$ cat src/rtl/fifo_pkg.sv
// rtl/fifo_pkg.sv - shared FIFO-side types and round-robin search helper
package fifo_pkg;

    // Write arbiter control states
    typedef enum logic {
        IDLE  = 1'b0,
        GRANT = 1'b1
    } arb_state_t;

    // Widest request vector the round-robin search supports
    localparam int RR_MAX_REQ = 32;
    localparam int RR_IDX_W   = 5;

    // First set bit of req searching upward from ptr+1, wrapping modulo num_req.
    // Returns -1 when no bit is set. Iterating from the farthest candidate down
    // to the nearest lets the closest set bit overwrite the result without a break.
    function automatic int rr_next_idx(input logic [RR_MAX_REQ-1:0] req,
                                       input int num_req,
                                       input int ptr);
        int idx;
        int res;
        res = -1;
        for (int k = num_req; k >= 1; k--) begin
            idx = (ptr + k) % num_req;
            if (req[idx[RR_IDX_W-1:0]]) begin
                res = idx;
            end
        end
        return res;
    endfunction

endpackage

$ cat src/rtl/fifo_wr_arbiter_rr_pick.sv
// rtl/fifo_wr_arbiter_rr_pick.sv - combinational round-robin first-set-bit picker
module rr_pick
    import fifo_pkg::*;
#(
    parameter int NUM_REQ = 4,
    parameter int IDX_W   = $clog2(NUM_REQ)
) (
    input  logic [NUM_REQ-1:0] req,
    input  logic [IDX_W-1:0]   ptr,
    output logic               found,
    output logic [IDX_W-1:0]   idx
);

    logic [RR_MAX_REQ-1:0] req_ext;
    int                    pick;

    // Widen the request vector and search from the bit after ptr
    always_comb begin
        req_ext                = '0;
        req_ext[NUM_REQ-1:0]   = req;
        pick                   = rr_next_idx(req_ext, NUM_REQ, int'(ptr));
        found                  = (pick >= 0);
        idx                    = found ? IDX_W'(pick) : '0;
    end

endmodule

$ cat src/rtl/fifo_wr_arbiter.sv
// rtl/fifo_wr_arbiter.sv - round-robin burst arbiter for a shared FIFO write port
module fifo_wr_arbiter
    import fifo_pkg::*;
#(
    parameter int NUM_REQ    = 4,
    parameter int DATA_WIDTH = 32,
    parameter int MAX_BURST  = 4
) (
    input  logic                          clk,
    input  logic                          rst_n,
    input  logic [NUM_REQ-1:0]            req_valid,
    input  logic [NUM_REQ-1:0]            req_last,
    input  logic [NUM_REQ*DATA_WIDTH-1:0] req_data,
    output logic [NUM_REQ-1:0]            req_ready,
    input  logic                          fifo_full,
    output logic                          fifo_cs,
    output logic                          fifo_wr_en,
    output logic [DATA_WIDTH-1:0]         fifo_data_in,
    output logic                          grant_valid,
    output logic [$clog2(NUM_REQ)-1:0]    grant_id
);

    localparam int IDX_W = $clog2(NUM_REQ);
    localparam int CNT_W = $clog2(MAX_BURST + 1);

    arb_state_t       state_q, state_d;
    logic [IDX_W-1:0] gid_q, gid_d;
    logic             gv_q, gv_d;
    logic [CNT_W-1:0] cnt_q, cnt_d;
    logic [IDX_W-1:0] ptr_q, ptr_d;

    logic                  cur_valid;
    logic                  cur_last;
    logic [DATA_WIDTH-1:0] cur_data;
    logic                  pick_found;
    logic [IDX_W-1:0]      pick_idx;
    logic                  xfer;

    rr_pick #(
        .NUM_REQ (NUM_REQ),
        .IDX_W   (IDX_W)
    ) u_rr_pick (
        .req   (req_valid),
        .ptr   (ptr_q),
        .found (pick_found),
        .idx   (pick_idx)
    );

    // Route the granted producer's handshake and word
    always_comb begin
        cur_valid = 1'b0;
        cur_last  = 1'b0;
        cur_data  = '0;
        for (int i = 0; i < NUM_REQ; i++) begin
            if (gid_q == IDX_W'(i)) begin
                cur_valid = req_valid[i];
                cur_last  = req_last[i];
                cur_data  = req_data[i*DATA_WIDTH +: DATA_WIDTH];
            end
        end
    end

    // Next-state, grant bookkeeping and FIFO/producer handshake outputs
    always_comb begin
        state_d      = state_q;
        gid_d        = gid_q;
        gv_d         = gv_q;
        cnt_d        = cnt_q;
        ptr_d        = ptr_q;
        req_ready    = '0;
        xfer         = 1'b0;
        fifo_wr_en   = 1'b0;
        fifo_cs      = 1'b0;
        fifo_data_in = cur_data;
        case (state_q)
            IDLE: begin
                // Arbitration bubble: pick the next producer, no transfer here
                if (pick_found) begin
                    gid_d   = pick_idx;
                    gv_d    = 1'b1;
                    cnt_d   = '0;
                    state_d = GRANT;
                end
            end
            GRANT: begin
                for (int i = 0; i < NUM_REQ; i++) begin
                    req_ready[i] = (gid_q == IDX_W'(i)) && !fifo_full;
                end
                xfer       = cur_valid && !fifo_full;
                fifo_wr_en = xfer;
                fifo_cs    = xfer;
                // Release on end of packet, full burst, or an idle producer;
                // a full FIFO simply stalls with the grant held
                if ((xfer && (cur_last || cnt_q == CNT_W'(MAX_BURST - 1))) || !cur_valid) begin
                    state_d = IDLE;
                    ptr_d   = gid_q;
                    gv_d    = 1'b0;
                    cnt_d   = '0;
                end else if (xfer) begin
                    cnt_d = cnt_q + CNT_W'(1);
                end
            end
            default: begin
                state_d = IDLE;
                gv_d    = 1'b0;
                cnt_d   = '0;
            end
        endcase
    end

    // State and grant registers; pointer resets so producer 0 wins first
    always_ff @(posedge clk or negedge rst_n) begin
        if (!rst_n) begin
            state_q <= IDLE;
            gid_q   <= '0;
            gv_q    <= 1'b0;
            cnt_q   <= '0;
            ptr_q   <= IDX_W'(NUM_REQ - 1);
        end else begin
            state_q <= state_d;
            gid_q   <= gid_d;
            gv_q    <= gv_d;
            cnt_q   <= cnt_d;
            ptr_q   <= ptr_d;
        end
    end

    assign grant_valid = gv_q;
    assign grant_id    = gid_q;

endmodule

$ cat config.mk
export PLATFORM = sky130hd
export DESIGN_NAME = fifo_wr_arbiter
export DESIGN_NICKNAME = d
export VERILOG_FILES = /design/src/rtl/fifo_pkg.sv /design/src/rtl/fifo_wr_arbiter_rr_pick.sv /design/src/rtl/fifo_wr_arbiter.sv
export SDC_FILE = /design/constraint.sdc
export NUM_CORES = 1
export LEC_CHECK = 0
export CORE_MARGIN = 4
export CORE_UTILIZATION = 23
export DETAILED_ROUTE_END_ITERATION = 10
export PLACE_DENSITY = 0.84
export SLEW_MARGIN = 20
export SYNTH_ARGS = -nofsm -noshare
export SYNTH_HDL_FRONTEND = slang
export SYNTH_SLANG_ARGS = --single-unit
export TNS_END_PERCENT = 30
$ cat constraint.sdc
create_clock -name clk -period 1.6 [get_ports clk]
set_clock_uncertainty 0.1 [all_clocks]
set_input_delay 0.16 -clock clk [delete_from_list [all_inputs] [get_ports clk]]
set_output_delay 0.16 -clock clk [all_outputs]
set_load 0.005 [all_outputs]
Word level (Yosys, flattened, before mapping)
Index checks and enable logic that the tools add are counted.
{"block": "totals", "in_bits": 139, "regBits": 9}
{"block": "op_classes", "n_mux": 36, "n_lt_le_gt_ge": 5, "addsub": 5, "eq_ne": 7, "n_bitwise": 5, "n_reduce_logical": 19}
{"operator": "$mux W32", "count": 8}
{"operator": "$ge A32 B1 Y1 const B", "count": 1}
{"operator": "$lt A5 B6 Y1 const B", "count": 4}
{"operator": "$mux W1", "count": 17}
{"operator": "$bmux W1 S3", "count": 4}
{"operator": "$mux W3", "count": 3}
{"operator": "$reduce_and A2 Y1", "count": 4}
{"operator": "$reduce_or A2 Y1", "count": 4}
{"operator": "$logic_and A1 B1 Y1", "count": 6}
{"operator": "$pmux W3 S2", "count": 1}
{"operator": "$add A2 B1 Y2 const B", "count": 2}
{"operator": "$add A2 B2 Y2 const B", "count": 2}
{"operator": "$and A1 B1 Y1 const A", "count": 4}
{"operator": "$eq A2 B2 Y1 const B", "count": 2}
{"operator": "$mux W4", "count": 1}
{"operator": "$pmux W1 S2", "count": 2}
{"operator": "$add A3 B1 Y3 const B", "count": 1}
{"operator": "$eq A3 B2 Y1 const B", "count": 1}
{"operator": "$ne A3 B1 Y1 const B", "count": 1}
{"operator": "$eq A2 B1 Y1 const B", "count": 1}
{"operator": "$logic_not A1 Y1", "count": 2}
{"operator": "$logic_not A2 Y1", "count": 1}
{"operator": "$logic_or A1 B1 Y1", "count": 2}
{"operator": "$ne A2 B1 Y1 const B", "count": 1}
{"operator": "other kinds (2)", "count": 2}

Depth between registers and ports, before layout
{"block": "logic_depth", "depth_word": 12, "depth_mapped": 6, "mapped_depth_nobuf": 6}

Modules after synthesis
Synthesis repeated with hierarchy kept, for this count alone.
{"block": "hier_totals", "hier_cells": 101, "hier_area_um2": 1371.3}
{"mod": "fifo_wr_arbiter", "instances": 1, "cells_per_inst": 87, "area_each_um2": 1285.0}
{"mod": "rr_pick", "instances": 1, "cells_per_inst": 14, "area_each_um2": 86.3}

Least setup slack after synthesis
Ideal clock, no wire load.
{"block": "synth_path", "kind": "reg2out", "startpoint": "register gid_q[0] (netlist: grant_id[0])", "endpoint": "output fifo_data_in[10]", "path_buffers": 3, "slack_ps": -169, "stages_incl_launch_ff": 5, "arrival_time_ps": 1509, "cell_sequence": "dfrtp_1 -> buf_6 -> buf_4 -> buf_2 -> mux4_2"}
{"block": "synth_between", "elab_chain_cells": 5, "word_cells_on_any_way": 8, "cone_classes": "eq/ne (3); mux (4); reduce/logical (1)"}
{"element": "start, declared", "line": "fifo_wr_arbiter.sv:27", "text": "logic [IDX_W-1:0] gid_q, gid_d;"}
{"element": "start signal, assigned", "line": "fifo_wr_arbiter.sv:121", "text": "gid_q <= gid_d;"}
{"element": "$logic_not A2 Y1", "line": "fifo_wr_arbiter.sv:55", "text": "if (gid_q == IDX_W'(i)) begin"}
{"element": "$mux W32 (3 in a row)", "line": "fifo_wr_arbiter.sv:55"}
{"element": "$mux W32 *", "line": "fifo_wr_arbiter.sv:55"}
{"element": "end, declared", "line": "fifo_wr_arbiter.sv:18", "text": "output logic [DATA_WIDTH-1:0] fifo_data_in,"}
Mark *: on every way between the ends. The rest lies on a longest branch, timed or not.

Worst setup path in the final report
{"block": "layout_path", "startpoint": "register gid_q[0] (netlist: grant_id[0])", "endpoint": "output fifo_data_in[20]"}
Same word-level chain as after synthesis.

==> flow_summary.ini <==
[place]
port_buffers = 179
place_ws_ns = -0.477
gp_congestion = 0.869
hpwlAfterDp_mm = 6.19

[run]
max_cap_viol_count = 0

[timing]
fin_crit_ns = 1.89
max_freq_ghz = 0.528
finalMaxSlewViolations = 0
finalWorstSetupSlack_ns = -0.294
timing.hold.ws_ns = 0.116
finalSetupViolCount = 41
worst_slew_pin_slew_ns = 0.397
final-hold-violation-count = 0
rsz0062_at_grt = yes
slew_headroom_pct = 73.5
layout_worst_path_cycle_share_pct = 118

[final_layout]
antenna_cells = 0
layout-drive-gt1-share_pct = 38.1
layout.area.seq_um2 = 230
areaGrowthSynthToFinish_pct = 159
final_util_pct = 62.2
fillers = 457
nets = 436
multiInputGateArea_um2 = 1080

[worst_setup_path]
critPathCaptureType = primary output
critPathMaxFanout = 5
crit_arrival_ns = 1.63
max_stage_delay_ns = 0.50
path_buf_inv = 4
critPathSlowestCell = mux4_2
worst-setup-path-type = reg -> out
required_ns = 1.34
cpLargestDelayFamily = buffers and inverters
startpoint_type = flip-flop
path_cells = buf_8 -> buf_8 -> buf_6 -> mux4_2 -> buf_6

[detailed_routing]
routedWlPerCell_um = 20.9
avgViaCountPerCell = 4.86
drcViolationCount = 0
drt_first_pass_iters = 4
ant_nets = 0
routed-via-count = 1778
drt_iter0_drc = 31
wirelength_mm = 7.63

[clocking]
cts-root-buf = clkbuf_8
cts_tree = done
clkSlewWorstSetupHoldPaths_ns = 0.05
insertion_delay_ns = 0.24
clkSinkCount = 9
cts_max_level = 1
clk_path_buf_depth = 2
cts_buffers = 3

[pwr]
p_sw_mw = 1.54
power_mw = 4.48
switching_share_pct = 34.3
p_int_mw = 2.94
p_seq_share_pct = 9.7
power_frac_clock_pct = 6.1
peakVddDrop_mv = 0.870
p_leak_nw = 1.42
power_frac_comb_pct = 84.2
power.density_nw_per_um2 = 1290

[synth]
syn_avg_cell_area_um2 = 13.5
ys_top_cells_by_area = mux4_2 (56%), dfrtp_1 (13%), dfstp_2 (3.9%)
yosys.area.top_type = mux4_2
ys_types = 32
netlist_top_cells_count = mux4_2 (33), dfrtp_1 (7), nor2_1 (6)
ys_seq_elements = 9
yosysMostFrequentCell = mux4_2
ys_async_sr_fraction_pct = 100
yosys_warnings = 0
synth_top_cell_area_share_pct = 55.6
synth_fp_nets = 240
netlist_instances = 99
synthFlopType = dfrtp_1
synth_edf_count = 0
syn_area_um2 = 1340
seq_area_frac_synth_pct = 17.0

[die]
fp.dieArea_um2 = 7100
ios = 180
num_rows = 27
core_um2 = 5570
die_h_um = 84.3
initial_core_util_pct = 24.0
die_w_um = 84.3

[status]
status = finished with violations
violations = negative setup slack

[global_routing]
grt_pass1_wl_mm = 11.7
grt_use_total_pct = 21.1
grt_start_max_net_pins = 28
grt_pass1_vias = 2015
grt-ovfl-total = 0
antenna_found_initial = 0

[hold_path]
hold_class = in -> async
==> flip-flops by register name (all words and copies together) (netlist names) <==
signal	cells
ptr_q	2
state_q	1
cnt_q	3
grant_id	2
grant_valid	1
==> final timing paths <==
check / to / startpoint / slack, ns / cells past startpoint
max in group asynchronous: ptr_q[0] / rst_n / 0.97 / 1
worst min register to register: cnt_q[2] / cnt_q[2] / 0.38 / 2
min in group clk: cnt_q[2] / cnt_q[2] / 0.38 / 2
worst max register to register: ptr_q[1] / grant_id[0] / -0.25 / 6
worst min-delay path: grant_valid / rst_n / 0.12 / 1
worst max-delay path: fifo_data_in[20] / grant_id[0] / -0.29 / 5
==> metrics by stage <==
stage / cell area, um2 / instances / TNS (ns)
5_1_grt: 3460 / 366 / -10.86
3_3_place_gp: 3280 / 347 / -12.99
6_report: 3460 / 366 / -8.60
3_5_place_dp: 3280 / 347 / -13.57
2_1_floorplan: 1360 / 99 / -0.703
4_1_cts: 3470 / 364 / -10.43
==> power by group through the flow <==
stage               combinational (mW)  sequential [mW]  clock, mW
floorplan                         1.71            0.401          0
global placement                  3.30            0.444          0
detailed placement                3.38            0.451          0
CTS                               3.77            0.430      0.270
global route                      4.04            0.448      0.292
finish                            3.77            0.435      0.272
==> cells by family (layout without fill, tap and decap cells) <==
logic type,after synthesis,count (layout),share of synthesized area (%)
flip-flops,9,9,17.0
AO/OA/AOI/OAI,14,14,6.83
AND/OR/NAND/NOR,21,21,8.61
buffers and inverters,14,209,5.42
multiplexers,39,39,60.2
adder cells (fa/ha/maj),2,2,1.87
==> cell usage in the layout, fill, tap and decap left out, drive strengths merged <==
master / synthesis / final
nor3b: 1 / 1
clkbuf: 3 / 17
a21oi: 3 / 3
and2: 2 / 2
a221oi: 1 / 1
clkdlybuf4s15: 0 / 1
nor2b: 3 / 3
o21ai: 4 / 4
a22oi: 1 / 1
nand2b: 1 / 1
o2bb2ai: 1 / 1
and3b: 1 / 1
mux4: 33 / 33
clkdlybuf4s50: 0 / 139
and2b: 1 / 1
ha: 2 / 2
dfstp: 2 / 2
dlygate4sd2: 0 / 1
mux2: 2 / 2
inv: 3 / 3
a31oi: 2 / 2
nand2: 4 / 4
nor2: 6 / 6
buf: 8 / 48
and3: 1 / 1
o21a: 1 / 1
or4: 1 / 1
mux2i: 4 / 4
a21o: 1 / 1
dfrtp: 7 / 7
==> metal layers <==
metal,track usage (%),vias to the layer above,wire length [um]
met5,0,-,0
met1,23.7,860,2750
met3,5.40,10,655
li1,-,811,-
met2,39.5,97,4080
met4,5.56,0,148
==> timing repair <==
item | 4_1_cts | 5_1_grt
hold buffers | 0 | 0
setup endpoints to repair | 49 | 46
gates resized for setup | 143 | 34
gates cloned | 5 | 1
pin swaps | 1 | 3
setup buffers | 8 | 4
==> final cells by class <==
cell class	instances	share of cell area, %
multi-input cells	76	31.1
clock buffers	4	1.30
repair buffers	202	58.0
inverters	3	0.325
well taps	72	2.60
flip-flops and latches	9	6.65
==> worst reg2reg max path, delay by kind of cell, from the launching register on <==
family / cells / cell delay, ns
flops: 1 / 0.38
mux: 2 / 0.84
simple gates: 1 / 0.11
compound gates: 1 / 0.07
buf+inv: 2 / 0.27
(Power assumes the default switching activity.)
